===== src/rtl/shared_mult_pkg.sv =====
// Shared definitions for the shared-multiplier cluster: FSM states and slot sizing.
package shared_mult_pkg;

  localparam int STATE_W = 2;

  typedef enum logic [STATE_W-1:0] {
    ST_IDLE = 2'd0,
    ST_RUN  = 2'd1,
    ST_DONE = 2'd2
  } state_t;

  // Slot counter width; a single lane still needs a one-bit slot port.
  function automatic int slot_width(input int n);
    return (n <= 1) ? 1 : $clog2(n);
  endfunction

endpackage


===== src/rtl/hw_mult_unsigned.sv =====
// Unsigned W x W -> 2W multiplier used for all half-width partial products.
module hw_mult_unsigned #(
  parameter int W = 4
) (
  input  logic [W-1:0]   a,
  input  logic [W-1:0]   b,
  output logic [2*W-1:0] p
);

  localparam int PW = 2 * W;

  assign p = PW'(a) * PW'(b);

endmodule


===== src/rtl/shared_mult_cluster.sv =====
// Signed multiplier cluster: the high*high partial product of every lane is
// time-shared on one multiplier, the remaining partial products are per lane.
//
// state   | meaning
// IDLE    | waiting for start, ready high
// RUN     | slot walks 0..NUM_LANES-1, shared multiplier fills hh per lane
// DONE    | results loaded into c_out with out_valid; start here chains a batch
module shared_mult_cluster
  import shared_mult_pkg::*;
#(
  parameter int DATA_WIDTH = 8,
  parameter int NUM_LANES  = 3
) (
  input  logic                                fast_clk,
  input  logic                                rst,
  input  logic                                start,
  input  logic [NUM_LANES*DATA_WIDTH-1:0]     a_in,
  input  logic [NUM_LANES*DATA_WIDTH-1:0]     b_in,
  input  logic [NUM_LANES-1:0]                trunc,
  output logic                                ready,
  output logic                                out_valid,
  output logic [NUM_LANES*2*DATA_WIDTH-1:0]   c_out,
  output logic [slot_width(NUM_LANES)-1:0]    slot
);

  localparam int DW = DATA_WIDTH;
  localparam int HW = DATA_WIDTH / 2;
  localparam int PW = 2 * DATA_WIDTH;
  localparam int SW = slot_width(NUM_LANES);
  localparam logic [SW-1:0] LAST_SLOT = SW'(NUM_LANES - 1);

  state_t        state, next_state;
  logic [SW-1:0] next_slot;
  logic          capture, hh_we, load_out;

  logic [NUM_LANES*HW-1:0] a_hi_all, b_hi_all;
  logic [HW-1:0]           sh_a, sh_b;
  logic [DW-1:0]           sh_p;
  logic [NUM_LANES*PW-1:0] c_next;

  always_ff @(posedge fast_clk or posedge rst) begin
    if (rst) begin
      state <= ST_IDLE;
      slot  <= '0;
    end else begin
      state <= next_state;
      slot  <= next_slot;
    end
  end

  always_comb begin
    next_state = state;
    next_slot  = slot;
    capture    = 1'b0;
    hh_we      = 1'b0;
    load_out   = 1'b0;
    ready      = 1'b0;
    case (state)
      ST_IDLE: begin
        ready = 1'b1;
        if (start) begin
          capture    = 1'b1;
          next_state = ST_RUN;
        end
      end
      ST_RUN: begin
        hh_we = 1'b1;
        if (slot == LAST_SLOT) begin
          next_state = ST_DONE;
          next_slot  = '0;
        end else begin
          next_slot = slot + 1'b1;
        end
      end
      ST_DONE: begin
        ready    = 1'b1;
        load_out = 1'b1;
        if (start) begin
          capture    = 1'b1;
          next_state = ST_RUN;
        end else begin
          next_state = ST_IDLE;
        end
      end
      default: next_state = ST_IDLE;
    endcase
  end

  // Shared multiplier operands are selected by slot alone.
  always_comb begin
    sh_a = '0;
    sh_b = '0;
    for (int i = 0; i < NUM_LANES; i++) begin
      if (slot == SW'(i)) begin
        sh_a = a_hi_all[i*HW +: HW];
        sh_b = b_hi_all[i*HW +: HW];
      end
    end
  end

  hw_mult_unsigned #(.W(HW)) u_shared_mult (
    .a (sh_a),
    .b (sh_b),
    .p (sh_p)
  );

  for (genvar i = 0; i < NUM_LANES; i++) begin : g_lane
    logic [DW-1:0] a_raw, b_raw, a_mag, b_mag;
    logic [HW-1:0] a_hi, a_lo, b_hi, b_lo;
    logic          sgn, trc;
    logic [DW-1:0] hh;
    logic [DW-1:0] p_hl, p_lh, p_ll;
    logic [PW-1:0] mag_p;

    assign a_raw = a_in[i*DW +: DW];
    assign b_raw = b_in[i*DW +: DW];
    // Two's-complement magnitude; the most negative value maps to 2^(DW-1).
    assign a_mag = a_raw[DW-1] ? (~a_raw + 1'b1) : a_raw;
    assign b_mag = b_raw[DW-1] ? (~b_raw + 1'b1) : b_raw;

    always_ff @(posedge fast_clk or posedge rst) begin
      if (rst) begin
        a_hi <= '0;
        a_lo <= '0;
        b_hi <= '0;
        b_lo <= '0;
        sgn  <= 1'b0;
        trc  <= 1'b0;
        hh   <= '0;
      end else begin
        if (capture) begin
          a_hi <= a_mag[DW-1:HW];
          a_lo <= a_mag[HW-1:0];
          b_hi <= b_mag[DW-1:HW];
          b_lo <= b_mag[HW-1:0];
          sgn  <= a_raw[DW-1] ^ b_raw[DW-1];
          trc  <= trunc[i];
        end
        if (hh_we && (slot == SW'(i))) begin
          hh <= sh_p;
        end
      end
    end

    assign a_hi_all[i*HW +: HW] = a_hi;
    assign b_hi_all[i*HW +: HW] = b_hi;

    hw_mult_unsigned #(.W(HW)) u_mult_hl (.a(a_hi), .b(b_lo), .p(p_hl));
    hw_mult_unsigned #(.W(HW)) u_mult_lh (.a(a_lo), .b(b_hi), .p(p_lh));
    hw_mult_unsigned #(.W(HW)) u_mult_ll (.a(a_lo), .b(b_lo), .p(p_ll));

    assign mag_p = (PW'(hh) << DW)
                 + ((PW'(p_hl) + PW'(p_lh)) << HW)
                 + (trc ? '0 : PW'(p_ll));

    assign c_next[i*PW +: PW] = sgn ? (~mag_p + 1'b1) : mag_p;
  end

  always_ff @(posedge fast_clk or posedge rst) begin
    if (rst) begin
      out_valid <= 1'b0;
      c_out     <= '0;
    end else begin
      out_valid <= load_out;
      if (load_out) begin
        c_out <= c_next;
      end
    end
  end

endmodule

===== config.mk =====
export PLATFORM = sky130hd
export DESIGN_NAME = shared_mult_cluster
export DESIGN_NICKNAME = d
export VERILOG_FILES = /design/src/rtl/shared_mult_pkg.sv /design/src/rtl/hw_mult_unsigned.sv /design/src/rtl/shared_mult_cluster.sv
export SDC_FILE = /design/constraint.sdc
export NUM_CORES = 1
export LEC_CHECK = 0
export CAP_MARGIN = 15
export CORE_MARGIN = 4
export CORE_UTILIZATION = 40
export DETAILED_ROUTE_END_ITERATION = 6
export GPL_ROUTABILITY_DRIVEN = 0
export SYNTH_ARGS = -nofsm -noshare
export SYNTH_HDL_FRONTEND = slang
export SYNTH_HIERARCHICAL = 1
export SYNTH_SLANG_ARGS = --single-unit

===== constraint.sdc =====
create_clock -name fast_clk -period 8.7 [get_ports fast_clk]
set_input_delay 1.74 -clock fast_clk [delete_from_list [all_inputs] [get_ports fast_clk]]
set_output_delay 1.74 -clock fast_clk [all_outputs]
set_load 0.05 [all_outputs]

Word-level counts from Yosys, hierarchy flattened
Cells that the tools add are included.
{ "op_classes": {"add_sub_neg": 19, "mul": 10, "n_eq_ne": 6, "muxes": 28, "n_bitwise": 12, "n_reduce_logical": 7} }
{ "ops": {"columns": ["operator", "count"], "rows": [
  ["$mul 4x4->8", 10],
  ["$mux 8", 9],
  ["$add 16x1->16 const B", 3],
  ["$add 16x13->16", 3],
  ["$add 16x8->16", 3],
  ["$add 8x1->8 const B", 6],
  ["$mux 16", 3],
  ["$not 16->16", 3],
  ["$not 8->8", 6],
  ["$add 8x8->9", 3],
  ["$mux 4", 6],
  ["$mux 1", 6],
  ["$mux 2", 3],
  ["$pmux 2 s3", 1],
  ["$eq 2x1->1 const B", 2],
  ["$eq 2x2->1 const B", 2],
  ["$logic_not 2->1", 2],
  ["$ne 2x2->1 const B", 2],
  ["$logic_and 1x1->1", 3],
  ["$xor 1x1->1", 3],
  ["$add 2x1->2 const B", 1],
  ["$reduce_and 2->1", 1],
  ["$reduce_or 2->1", 1]
]} }
{ "word_totals": {"regBits": 131, "wordCells": 107} }

Logic depth before layout (Yosys ltp)
Gate-level depths: netlist (run 1).
{ "logic_depth": {"depth_word": 7, "mapped_depth": 24} }

Hierarchy
The synthesis (run 1) kept the hierarchy.
{ "modules_own_cells": {"columns": ["module", "n_inst", "cells_per_inst", "area_per_inst_um2"], "rows": [
  ["shared_mult_cluster", 1, 990, 9003.6],
  ["hw_mult_unsigned (g_lane[1].u_mult_lh ...)", 6, 51, 447.9],
  ["hw_mult_unsigned (g_lane[0].u_mult_hl ...)", 4, 51, 464.2]
]} }

Least setup slack after synthesis (run 1)
No wires, ideal clock.
{ "synth_path": {"path_type": "register -> register", "startpoint": "register g_lane[2].b_lo[3]", "endpoint": "register c_out[47]", "setup_time_ps": 135, "arrival_ps": 5055, "setup_slack_ps": 3511, "path_stages_with_launch": 23, "n_path_buf": 1, "period_less_slack_ps": 5189, "cell_sequence": "dfrtp_1 > nand2_1 > fa_1 > inv_1 > fa_1 > fa_1 > ha_1 > inv_1 > nor2_1 > nor2_1 > o21bai_1 > a21oi_1 > nor2b_1 > o21ai_0 > nand2b_1 > ha_1 > clkbuf_1 > or4b_2 > o211ai_1 > nor4_1 > a41oi_1 > xnor2_1 > o21ai_0"} }
{ "synth_via": {"elab_chain_cells": 7} }
{ "synth_lines": {"columns": ["element", "line", "rtl"], "rows": [
  ["start: declaration", "shared_mult_cluster.sv:109", "logic [HW-1:0] a_hi, a_lo, b_hi, b_lo;"],
  ["start signal: assignment", "shared_mult_cluster.sv:135", "b_lo <= b_mag[HW-1:0];"],
  ["$mul 4x4->8 *", "hw_mult_unsigned.sv:12", "assign p = PW'(a) * PW'(b);"],
  ["via g_lane[2].p_hl[3]", "shared_mult_cluster.sv:112", "logic [DW-1:0] p_hl, p_lh, p_ll;"],
  ["$add 8x8->9 *", "shared_mult_cluster.sv:153", "+ ((PW'(p_hl) + PW'(p_lh)) << HW)"],
  ["$add 16x13->16 *", "shared_mult_cluster.sv:153", null],
  ["$add 16x8->16 *", "shared_mult_cluster.sv:154", "+ (trc ? '0 : PW'(p_ll));"],
  ["$not 16->16", "shared_mult_cluster.sv:156", "assign c_next[i*PW +: PW] = sgn ? (~mag_p + 1'b1) : mag_p;"],
  ["$add 16x1->16", "shared_mult_cluster.sv:156", null],
  ["$mux 16 *", "shared_mult_cluster.sv:156", null],
  ["end signal: assignment", "shared_mult_cluster.sv:166", "c_out <= c_next;"],
  ["end: declaration", "shared_mult_cluster.sv:22", "output logic [NUM_LANES*2*DATA_WIDTH-1:0] c_out,"]
]} }
Mark *: on every way through the listed nets, which the timed path passes. The rest lies on a longest branch.
A chain may end at the register's enable or synchronous reset.

Worst setup path after layout (run 1)
{ "layout_path": {"startpoint": "register g_lane[2].b_hi[3]", "endpoint": "register c_out[47]"} }
{ "layout_via": {"elab_chain_cells": 7} }
{ "layout_lines": {"columns": ["element", "line", "rtl"], "rows": [
  ["start: declaration", "shared_mult_cluster.sv:109", null],
  ["start signal: assignment", "shared_mult_cluster.sv:134", "b_hi <= b_mag[DW-1:HW];"],
  ["$mul 4x4->8 *", "hw_mult_unsigned.sv:12", null],
  ["via g_lane[2].p_lh[3]", "shared_mult_cluster.sv:112", null],
  ["$add 8x8->9 *", "shared_mult_cluster.sv:153", null],
  ["$add 16x13->16 *", "shared_mult_cluster.sv:153", null],
  ["$add 16x8->16 *", "shared_mult_cluster.sv:154", null],
  ["$not 16->16", "shared_mult_cluster.sv:156", null],
  ["$add 16x1->16", "shared_mult_cluster.sv:156", null],
  ["$mux 16 *", "shared_mult_cluster.sv:156", null]
]} }
Marks and branches as above.

==> results of run 1 <==
-- cells in the mapped netlist (32+ instances only) --
cell                       number  area share
sky130_fd_sc_hd__dfrtp_1      131        0.24
sky130_fd_sc_hd__a21oi_1       57       0.021
sky130_fd_sc_hd__nor2_1        40       0.011
sky130_fd_sc_hd__nand2_1      169       0.047
sky130_fd_sc_hd__clkbuf_1      32      0.0089
sky130_fd_sc_hd__o21ai_0      133       0.049
sky130_fd_sc_hd__xor2_1        73       0.047
sky130_fd_sc_hd__fa_1          46       0.068
sky130_fd_sc_hd__and2_1       132       0.061
sky130_fd_sc_hd__inv_1         79       0.022
sky130_fd_sc_hd__xnor2_1       73       0.047
sky130_fd_sc_hd__ha_1         186        0.17
-- layout make-up --
class                           count  area share
Sequential cell                   131       0.209
Multi-Input combinational cell   1248       0.626
Tap cell                          448      0.0358
Inverter                           79      0.0193
Clock inverter                     11     0.00959
Clock buffer                       20      0.0298
Timing Repair Buffer              111      0.0699
-- worst max-delay path, stage by stage, from the launching register on --
cell and delay (ps):
sky130_fd_sc_hd__dfrtp_1 490, sky130_fd_sc_hd__nand2_1 130, sky130_fd_sc_hd__fa_1 550, sky130_fd_sc_hd__inv_1 60, sky130_fd_sc_hd__fa_1 530, sky130_fd_sc_hd__fa_1 510
sky130_fd_sc_hd__ha_1 320, sky130_fd_sc_hd__inv_1 80, sky130_fd_sc_hd__nor2_1 50, sky130_fd_sc_hd__nor2_1 140, sky130_fd_sc_hd__o21bai_1 80, sky130_fd_sc_hd__a21oi_1 220
sky130_fd_sc_hd__nor2b_1 70, sky130_fd_sc_hd__o21ai_0 160, sky130_fd_sc_hd__nand2b_1 80, sky130_fd_sc_hd__ha_1 430, sky130_fd_sc_hd__or4b_2 610, sky130_fd_sc_hd__o211ai_1 300
sky130_fd_sc_hd__nor4_1 110, sky130_fd_sc_hd__a41oi_1 260, sky130_fd_sc_hd__xnor2_1 140, sky130_fd_sc_hd__o21ai_0 90
-- cell families after synthesis --
family,Yosys count,share of synthesized area
buf+inv,121,0.0352
simple gates,486,0.191
compound gates,343,0.165
fa+ha+maj,232,0.240
mux,41,0.0328
flops,131,0.242
xor+xnor,146,0.0944
-- through the flow --
step / cell area, sq um / std cells / hold WS (ps) / utilization
detailed placement: 15000 / 2016 / 470 / 0.449
CTS: 15600 / 2047 / 484 / 0.468
finish: 15700 / 2048 / 476 / 0.468
floorplan: 13500 / 1500 / 487 / -
global placement: 15000 / 2016 / 461 / 0.449
global route: 15700 / 2048 / 502 / 0.468
-- metal layers --
metal	vias up	global-route usage
li1	5438	-
met1	5005	0.232
met2	125	0.286
met3	26	0.0211
met4	0	0.0464
met5	-	0
-- placed cells by master (no fill, tap or decap), types with 6 or more instances in the layout --
cell	instances
sky130_fd_sc_hd__a211oi_1	9
sky130_fd_sc_hd__a21o_1	24
sky130_fd_sc_hd__a21o_2	10
sky130_fd_sc_hd__a21oi_1	57
sky130_fd_sc_hd__a31oi_1	9
sky130_fd_sc_hd__a32o_1	6
sky130_fd_sc_hd__and2_1	132
sky130_fd_sc_hd__clkbuf_16	17
sky130_fd_sc_hd__clkdlybuf4s50_1	105
sky130_fd_sc_hd__dfrtp_1	131
sky130_fd_sc_hd__fa_1	46
sky130_fd_sc_hd__ha_1	186
sky130_fd_sc_hd__inv_1	78
sky130_fd_sc_hd__mux2_2	27
sky130_fd_sc_hd__mux2i_1	14
sky130_fd_sc_hd__nand2_1	167
sky130_fd_sc_hd__nand2b_1	26
sky130_fd_sc_hd__nand3_1	6
sky130_fd_sc_hd__nor2_1	40
sky130_fd_sc_hd__nor2b_1	27
sky130_fd_sc_hd__nor3_1	20
sky130_fd_sc_hd__nor3b_1	15
sky130_fd_sc_hd__o2111ai_1	7
sky130_fd_sc_hd__o21ai_0	133
sky130_fd_sc_hd__o21ai_1	8
sky130_fd_sc_hd__o21bai_1	11
sky130_fd_sc_hd__o31ai_1	18
sky130_fd_sc_hd__or3_1	10
sky130_fd_sc_hd__or3b_1	11
sky130_fd_sc_hd__or4b_1	6
sky130_fd_sc_hd__xnor2_1	73
sky130_fd_sc_hd__xor2_1	73
-- how the worst max path moves through the flow --
stage                           end  slack, ps  depth (start not counted)
after floorplan            c_out[0]       3460                          1
after global placement    c_out[47]       3250                         21
after detailed placement  c_out[47]       3140                         21
after CTS                 c_out[47]       3150                         21
after global routing      c_out[15]       2650                         22
final                     c_out[47]       3150                         21
-- sequential cells by signal, indices dropped and copies added, names as in the netlist --
register and count:
g_lane.hh 24, g_lane.sgn 3, g_lane.b_hi 12, g_lane.trc 3, out_valid 1, g_lane.b_lo 12, g_lane.a_lo 12, slot 2
g_lane.a_hi 12, state 2, c_out 48
==> run metrics, run 1 <==
status=complete, no violations; start-to-end type of the worst setup path=reg2reg; worst-case headroom to the max-slew limit=0.360; Slew Limit Fails=0; cell depth of the worst flop-to-flop path=21; Final setup viols=0; DP Wirelength=24.2 mm; effective utilization at floorplan=0.405; most instantiated flip-flop cell in the synthesis netlist=sky130_fd_sc_hd__dfrtp_1; launching element type of the critical path=flop; clock tree from TritonCTS=done; insertion delay of the later-clocked pin in the worst-skew pair=about 440 ps; post-synthesis cell type count=70; height of the die=192 um; worst clock skew=around 14 ps; residual antenna-violating net count after detailed routing=0; Mapped Cells=1500; clock sink count=131; final routed DRC violation total=0; launch point of the worst reg-to-reg path=g_lane[2].b_hi[3]; cts repair resizes=0; post-DR vias/cell=5.17; hold-fix buffer count after cts=0; Warnings, synthesis=6; synthesis-to-layout area growth=15.5%; H-Tree Level Count=4; Worst Hold Endpoint=c_out[20]; required arrival time at the worst endpoint=8990 ps; pin count of the biggest net entering global routing=103; met1 layer wirelength in the final routing=14.9 mm; Avg Synthesized Cell Area=9.03 sq um; summed instance area of the synthesized netlist=13500 sq um; largest driver fanout on the critical path=10; fraction of the cycle the final worst path needs=0.638; hold violation count in the final report=0; launch point of the critical path=g_lane[2].b_hi[3]; Data arrival, critical path=5840 ps; WHS Path Cells=2; total length of routed met2 wires=14.4 mm; largest buffer count on any clock path=2; TritonCTS buffer count=17; slew at the pin with the worst max-slew slack=~960 ps; launch point of the worst hold path=c_out[20]; Max Clock Freq=180 MHz; Rows=67; top layer in use=met4; Antenna diodes=0; R2R Setup Slk=3150 ps; Hold/Removal Path Class=reg2reg; nature of the critical path endpoint=flop; clock-pin slew reported for the worst setup and hold paths after clock tree synthesis=approximately 70 ps; Fin Setup TNS=0 ps; setup repair after global routing missed its margin=false; worst setup slack before clock tree synthesis=approximately 3100 ps; Wirelength per Cell=14.9 um; final wirelength=around 30 mm; Async S/R FF share, synth=1.00; routed wire length on met3=843 um; core area=33400 sq um; IO Pins=106; 1st-pass router iterations=5; full die area=36900 sq um; number of enable flip-flop cells after synthesis=0; Horiz. Die Dim=192 um; maximum capacitance violations=0; proportion of layout cells with a drive suffix above 1=0.0631; proportion of synthesized chip area in sequential cells=0.242; Mapped Nets=approximately 1800; post-layout worst setup margin=3150 ps; via count of the first global-routing pass=between 10000 and 15000; number of synthesized register bits=131; total number of vias=10594; total routing resource utilization after global routing=0.170; total congestion overflow after global routing=0; FF/Latch Area=3280 sq um; # nets final=1874; combined area of the multi-input logic cells=about 9800 sq um; number of design-rule violations left by the first detailed-router iteration=423; capture instance of the worst register-to-register path=c_out[47]; fill cell count=3192; number of antenna violations at the first check in global routing=0; shortest clock period the worst path allows after layout=5550 ps; buffers inserted by post-CTS timing repair=0; cell at the root of the clock tree=sky130_fd_sc_hd__clkbuf_16; count of input and output buffers=105; wire length of the first global-routing pass=51.4 mm
Power of run 1 is not shown: default switching activity piles up to over one toggle a cycle in this logic, so the estimate is an artifact.
==> run 2, diff against run 1 <==
Clock period 8.7 ns to 5.07 ns, I/O delays scaled along.
==> run 2 against run 1 <==
  * Maximum frequency up 9.6%
  * Non-clock buffer count up 137
  * Final cell count up 6.7%
  * Register-to-register slack worse by 3100 ps
  * Via count up 5.6%
  * Clock skew down 3.6 ps
  * Die area unchanged
  * Cell area up 10%
  * Worst hold slack better by 1.0 ps
  * Highest routed layer unchanged
==> run metrics, run 2 (synthesis gave the netlist of run 1 again) <==
fraction of the cycle the final worst path needs=0.999 (was 0.638); synthesis-to-layout area growth=27.6% (was 15.5%); number of antenna violations at the first check in global routing=0 (unchanged); Rows=67 (unchanged); Hold/Removal Path Class=reg2reg (unchanged); Largest register FFs=48 (unchanged); height of the die=192 um (unchanged); Data arrival, critical path=5370 ps (was 5840 ps); Slew Limit Fails=0 (unchanged); worst clock skew=10.3 ps (was 13.9 ps); total congestion overflow after global routing=0 (unchanged); 1st-pass router iterations=6 (was 5); effective utilization at floorplan=0.405 (unchanged); final wirelength=32.9 mm (was 30.6 mm); maximum capacitance violations=0 (unchanged); worst-case headroom to the max-slew limit=0.518 (was 0.360); residual antenna-violating net count after detailed routing=0 (unchanged); wire length of the first global-routing pass=54.5 mm (was 51.4 mm); Horiz. Die Dim=192 um (unchanged); clock-pin slew reported for the worst setup and hold paths after clock tree synthesis=70 ps (about the same); proportion of layout cells with a drive suffix above 1=0.200 (was 0.0631); Antenna diodes=0 (unchanged); most frequent cells in the layout=165 x sky130_fd_sc_hd__ha_1, 159 x sky130_fd_sc_hd__nand2_1, 139 x sky130_fd_sc_hd__buf_4 (was 186 x sky130_fd_sc_hd__ha_1, 167 x sky130_fd_sc_hd__nand2_1, 133 x sky130_fd_sc_hd__o21ai_0); setup repair after global routing missed its margin=true (was false); Regs by FF count=c_out (48), g_lane.hh (24) (unchanged); slew at the pin with the worst max-slew slack=723 ps (was 960 ps); via count of the first global-routing pass=11475 (was 10426); hold violation count in the final report=0 (unchanged); hold-fix buffer count after cts=0 (unchanged); most common library cell in the layout ignoring fill and taps=sky130_fd_sc_hd__ha_1 (unchanged); clock sink count=131 (unchanged); start-to-end type of the worst setup path=reg2reg (unchanged); total routing resource utilization after global routing=0.179 (was 0.170); post-DR vias/cell=5.12 (was 5.17); GRT Max-Usage Layer=met2 (unchanged); Final setup viols=0 (unchanged); TritonCTS buffer count=17 (unchanged); DP Wirelength=25.8 mm (was 24.2 mm); met3 track demand over resource in global routing=0.0222 (was 0.0211); IO Pins=106 (unchanged); fill cell count=3121 (was 3192); global routing usage on met1=0.232 (about the same); Max Clock Freq=197 MHz (was 180 MHz); Wirelength per Cell=15.1 um (was 14.9 um); largest buffer count on any clock path=2 (unchanged); clock tree from TritonCTS=done (unchanged); Fin Setup TNS=0 ps (unchanged); largest driver fanout on the critical path=3 (was 10); final routed DRC violation total=0 (unchanged); number of design-rule violations left by the first detailed-router iteration=410 (was 423); launching element type of the critical path=flop (unchanged); Most flops, register=c_out (unchanged); total number of vias=11188 (was 10594); met2 routing resource usage after global routing=0.313 (was 0.286); nature of the critical path endpoint=flop (unchanged); required arrival time at the worst endpoint=5370 ps (was 8990 ps); H-Tree Level Count=4 (unchanged); count of input and output buffers=105 (unchanged); status=complete, no violations (unchanged); insertion delay of the later-clocked pin in the worst-skew pair=440 ps (about the same); full die area=36900 sq um (unchanged); cell at the root of the clock tree=sky130_fd_sc_hd__clkbuf_16 (unchanged); core area=33400 sq um (unchanged); # nets final=2011 (was 1874); shortest clock period the worst path allows after layout=5070 ps (was 5550 ps); pin count of the biggest net entering global routing=77 (was 103)
run 2: final timing paths:
path	start	slack [ps]	depth (start not counted)	endpoint
worst max-delay path	g_lane[0].a_lo[2]	5	19	c_out[15]
worst min-delay path	c_out[10]	480	2	c_out[10]
worst max register to register	g_lane[0].a_lo[2]	5	19	c_out[15]
worst min register to register	c_out[10]	480	2	c_out[10]
max in group asynchronous	rst	3090	3	g_lane[0].a_lo[2]
min in group asynchronous	rst	1090	2	g_lane[2].trc
run 2: timing repair:
item / 4_1_cts / 5_1_grt
pin swaps: 38 / 81
gates resized for setup: 39 / 102
setup buffers: 9 / 11
endpoints found under the setup margin: 12 / 18
run 2: area by class of cell:
| type | instances | area (sq um) | share of cell area |
|---|---|---|---|
| repair buffers | 248 | 2130 | 0.123 |
| clock buffers | 18 | 439 | 0.0254 |
| multi-input cells | 1248 | 10400 | 0.604 |
| flip-flops and latches | 131 | 3280 | 0.190 |
| clock inverters | 13 | 129 | 0.00746 |
| inverters | 79 | 302 | 0.0174 |
| well taps | 448 | 561 | 0.0324 |
run 2: layer usage:
layer	part of all wire	up-vias
met5	0	-
met4	0.019	0
met3	0.028	36
met2	0.49	144
met1	0.46	5311
li1	-	5697
run 2: through the flow:
stage	hold slack, ps	worst slack (ps)	area (sq um)	util	instances
detailed placement	469	-175	15900	0.476	2132
finish	477	4.74	17300	0.517	2185
CTS	481	3.80	16700	0.500	2172
floorplan	487	-34.3	13600	-	1500
global route	499	-202	17300	0.517	2185
global placement	463	-117	15900	0.476	2132
run 2: worst max-delay path, cell delays in order, from the launching register on:
cell and delay [ps]:
sky130_fd_sc_hd__dfrtp_2 380, sky130_fd_sc_hd__buf_4 130, sky130_fd_sc_hd__nand2_1 60, sky130_fd_sc_hd__fa_1 480
sky130_fd_sc_hd__inv_1 50, sky130_fd_sc_hd__fa_2 600, sky130_fd_sc_hd__ha_4 230, sky130_fd_sc_hd__a21o_2 190
sky130_fd_sc_hd__a21oi_1 170, sky130_fd_sc_hd__xnor2_1 150, sky130_fd_sc_hd__nand2b_1 120, sky130_fd_sc_hd__fa_2 570
sky130_fd_sc_hd__nand2b_1 70, sky130_fd_sc_hd__or2_2 270, sky130_fd_sc_hd__or2_2 290, sky130_fd_sc_hd__or3b_4 420
sky130_fd_sc_hd__inv_1 120, sky130_fd_sc_hd__and3_1 200, sky130_fd_sc_hd__a21oi_1 70, sky130_fd_sc_hd__or3b_1 370
Power of run 2 is left out for the same reason.
==> run 3, diff against run 2 <==
Settings changed: PLACE_DENSITY set to 0.62.
==> run 3 against run 2 <==
  * The flow now finishes with violations (setup timing)
  * Largest cell class unchanged
  * Worst hold slack got worse by 3.3 ps
  * Register-to-register slack about the same
  * Die area unchanged
  * Clock skew decreased by 0.56 ps
==> run metrics, run 3 (synthesis gave the netlist of run 1 again) <==
Largest register FFs=48 (unchanged); shortest clock period the worst path allows after layout=5080 ps (was 5070 ps); share of the core filled with cells=0.519 (was 0.517); pin count of the biggest net entering global routing=107 (was 77); total number of vias=11187 (was 11188); fraction of the cycle the final worst path needs=1.00 (was 0.999); DP Wirelength=25.2 mm (was 25.8 mm); final routed DRC violation total=0 (unchanged); worst-case headroom to the max-slew limit=0.335 (was 0.518); post-DR vias/cell=5.12 (about the same); insertion delay of the later-clocked pin in the worst-skew pair=430 ps (was 440 ps); Data arrival, critical path=5360 ps (was 5370 ps); count of input and output buffers=105 (unchanged); cell at the root of the clock tree=sky130_fd_sc_hd__clkbuf_16 (unchanged); Fin Setup TNS=-5.87 ps (was 0 ps); Max Clock Freq=197 MHz (about the same); launching element type of the critical path=flop (unchanged); final wirelength=32.5 mm (was 32.9 mm); Hold/Removal Path Class=reg2reg (unchanged); 1st-pass router iterations=4 (was 6); status=finished, violations left (was complete, no violations); H-Tree Level Count=4 (unchanged); full die area=36900 sq um (unchanged); number of design-rule violations left by the first detailed-router iteration=445 (was 410); largest driver fanout on the critical path=5 (was 3); clock tree from TritonCTS=done (unchanged); hold-fix buffer count after cts=0 (unchanged); launch point of the worst reg-to-reg path=g_lane[1].a_lo[2] (was g_lane[0].a_lo[2]); nature of the critical path endpoint=flop (unchanged); effective utilization at floorplan=0.405 (unchanged); Most flops, register=c_out (unchanged); TritonCTS buffer count=17 (unchanged); cell depth of the worst flop-to-flop path=21 (was 19); total routing resource utilization after global routing=0.177 (was 0.179); WHS Path Cells=2 (unchanged); Worst Hold Margin=473 ps (was 477 ps); worst clock skew=9.76 ps (was 10.3 ps); Wirelength per Cell=14.9 um (was 15.1 um); Worst Hold Endpoint=c_out[21] (was c_out[10]); setup repair after global routing missed its margin=true (unchanged); Regs by FF count=c_out (48), g_lane.hh (24) (unchanged); Rows=67 (unchanged); wire length of the first global-routing pass=54.1 mm (was 54.5 mm); number of standard cells in the layout, taps in and fillers out=2183 (was 2185); most common library cell in the layout ignoring fill and taps=sky130_fd_sc_hd__ha_1 (unchanged); clock sink count=131 (unchanged); cell total after placement=2133 (was 2132); most frequent cells in the layout=166 x sky130_fd_sc_hd__ha_1, 158 x sky130_fd_sc_hd__nand2_1, 138 x sky130_fd_sc_hd__buf_4 (was 165 x sky130_fd_sc_hd__ha_1, 159 x sky130_fd_sc_hd__nand2_1, 139 x sky130_fd_sc_hd__buf_4); total congestion overflow after global routing=0 (unchanged); post-layout worst setup margin=-5.87 ps (was 4.74 ps); synthesis-to-layout area growth=28.0% (was 27.6%); core area=33400 sq um (unchanged); height of the die=192 um (unchanged); proportion of layout cells with a drive suffix above 1=0.203 (was 0.200); start-to-end type of the worst setup path=reg2reg (unchanged); IO Pins=106 (unchanged); residual antenna-violating net count after detailed routing=0 (unchanged); maximum capacitance violations=0 (unchanged); hold violation count in the final report=0 (unchanged); launch point of the worst hold path=c_out[21] (was c_out[10]); clock-pin slew reported for the worst setup and hold paths after clock tree synthesis=60 ps (was 70 ps); slew at the pin with the worst max-slew slack=998 ps (was 723 ps); required arrival time at the worst endpoint=5360 ps (was 5370 ps); fill cell count=3064 (was 3121); Antenna diodes=0 (unchanged); Horiz. Die Dim=192 um (unchanged); violated checks=setup timing; number of antenna violations at the first check in global routing=0 (unchanged); via count of the first global-routing pass=11183 (was 11475); Final setup viols=1 (was 0); capture instance of the worst register-to-register path=c_out[31] (was c_out[15]); largest buffer count on any clock path=2 (unchanged); R2R Setup Slk=-6 ps (was 5 ps); Slew Limit Fails=0 (unchanged); # nets final=2009 (was 2011)
-- run 3: timing repair --
item,4_1_cts,5_1_grt
pin swaps,36,68
endpoints found under the hold margin,0,0
endpoints found under the setup margin,10,19
setup buffers,4,14
gates resized for setup,35,109
-- run 3: per-layer routing --
layer / GRT usage / up-vias / wire length, um
met5: 0 / - / 0
met4: 0.0403 / 0 / 486
met3: 0.0225 / 24 / 766
met2: 0.312 / 138 / 16200
met1: 0.232 / 5355 / 15100
li1: - / 5670 / -
-- run 3: cell type report --
cell class	instances	area (sq um)	area share
multi-input combinational	1248	10500	0.604
sequential	131	3280	0.189
timing repair buffer	246	2120	0.122
tap	448	561	0.0323
clock buffer	18	439	0.0253
inverter	79	304	0.0175
clock inverter	13	159	0.00916
-- run 3: how the worst max path moves through the flow --
stage | end | startpoint | slack [ps] | cells past startpoint
after floorplan | c_out[47] | g_lane[2].b_lo[3] | -30 | 22
after global placement | c_out[47] | g_lane[2].b_lo[1] | -50 | 22
after detailed placement | c_out[46] | g_lane[2].a_hi[0] | -170 | 23
after CTS | c_out[31] | g_lane[1].a_lo[1] | 3 | 22
after global routing | c_out[31] | g_lane[1].a_lo[2] | -280 | 22
final | c_out[31] | g_lane[1].a_lo[2] | -6 | 21
-- run 3: metrics by stage --
stage | cell area (sq um) | setup slack, ps
final | 17300 | -5.87
after global routing | 17300 | -282
after CTS | 16700 | 2.76
after detailed placement | 15900 | -173
after global placement | 15900 | -47.1
after floorplan | 13600 | -34.3
-- run 3: critical path, cell delays in order (launching register included) --
cell and delay [ps]:
sky130_fd_sc_hd__dfrtp_1 410, sky130_fd_sc_hd__nand2_2 80, sky130_fd_sc_hd__fa_1 540, sky130_fd_sc_hd__inv_2 40, sky130_fd_sc_hd__fa_1 560, sky130_fd_sc_hd__fa_2 490
sky130_fd_sc_hd__ha_4 290, sky130_fd_sc_hd__inv_2 40, sky130_fd_sc_hd__nor2_2 80, sky130_fd_sc_hd__nor2_1 60, sky130_fd_sc_hd__o21bai_1 190, sky130_fd_sc_hd__a21oi_2 90
sky130_fd_sc_hd__buf_4 140, sky130_fd_sc_hd__xnor2_2 130, sky130_fd_sc_hd__ha_1 360, sky130_fd_sc_hd__a21o_1 230, sky130_fd_sc_hd__a21oi_2 150, sky130_fd_sc_hd__xnor2_2 90
sky130_fd_sc_hd__or3_4 410, sky130_fd_sc_hd__o41ai_4 300, sky130_fd_sc_hd__xnor2_1 160, sky130_fd_sc_hd__o21ai_1 70
Power of run 3 is left out for the same reason.
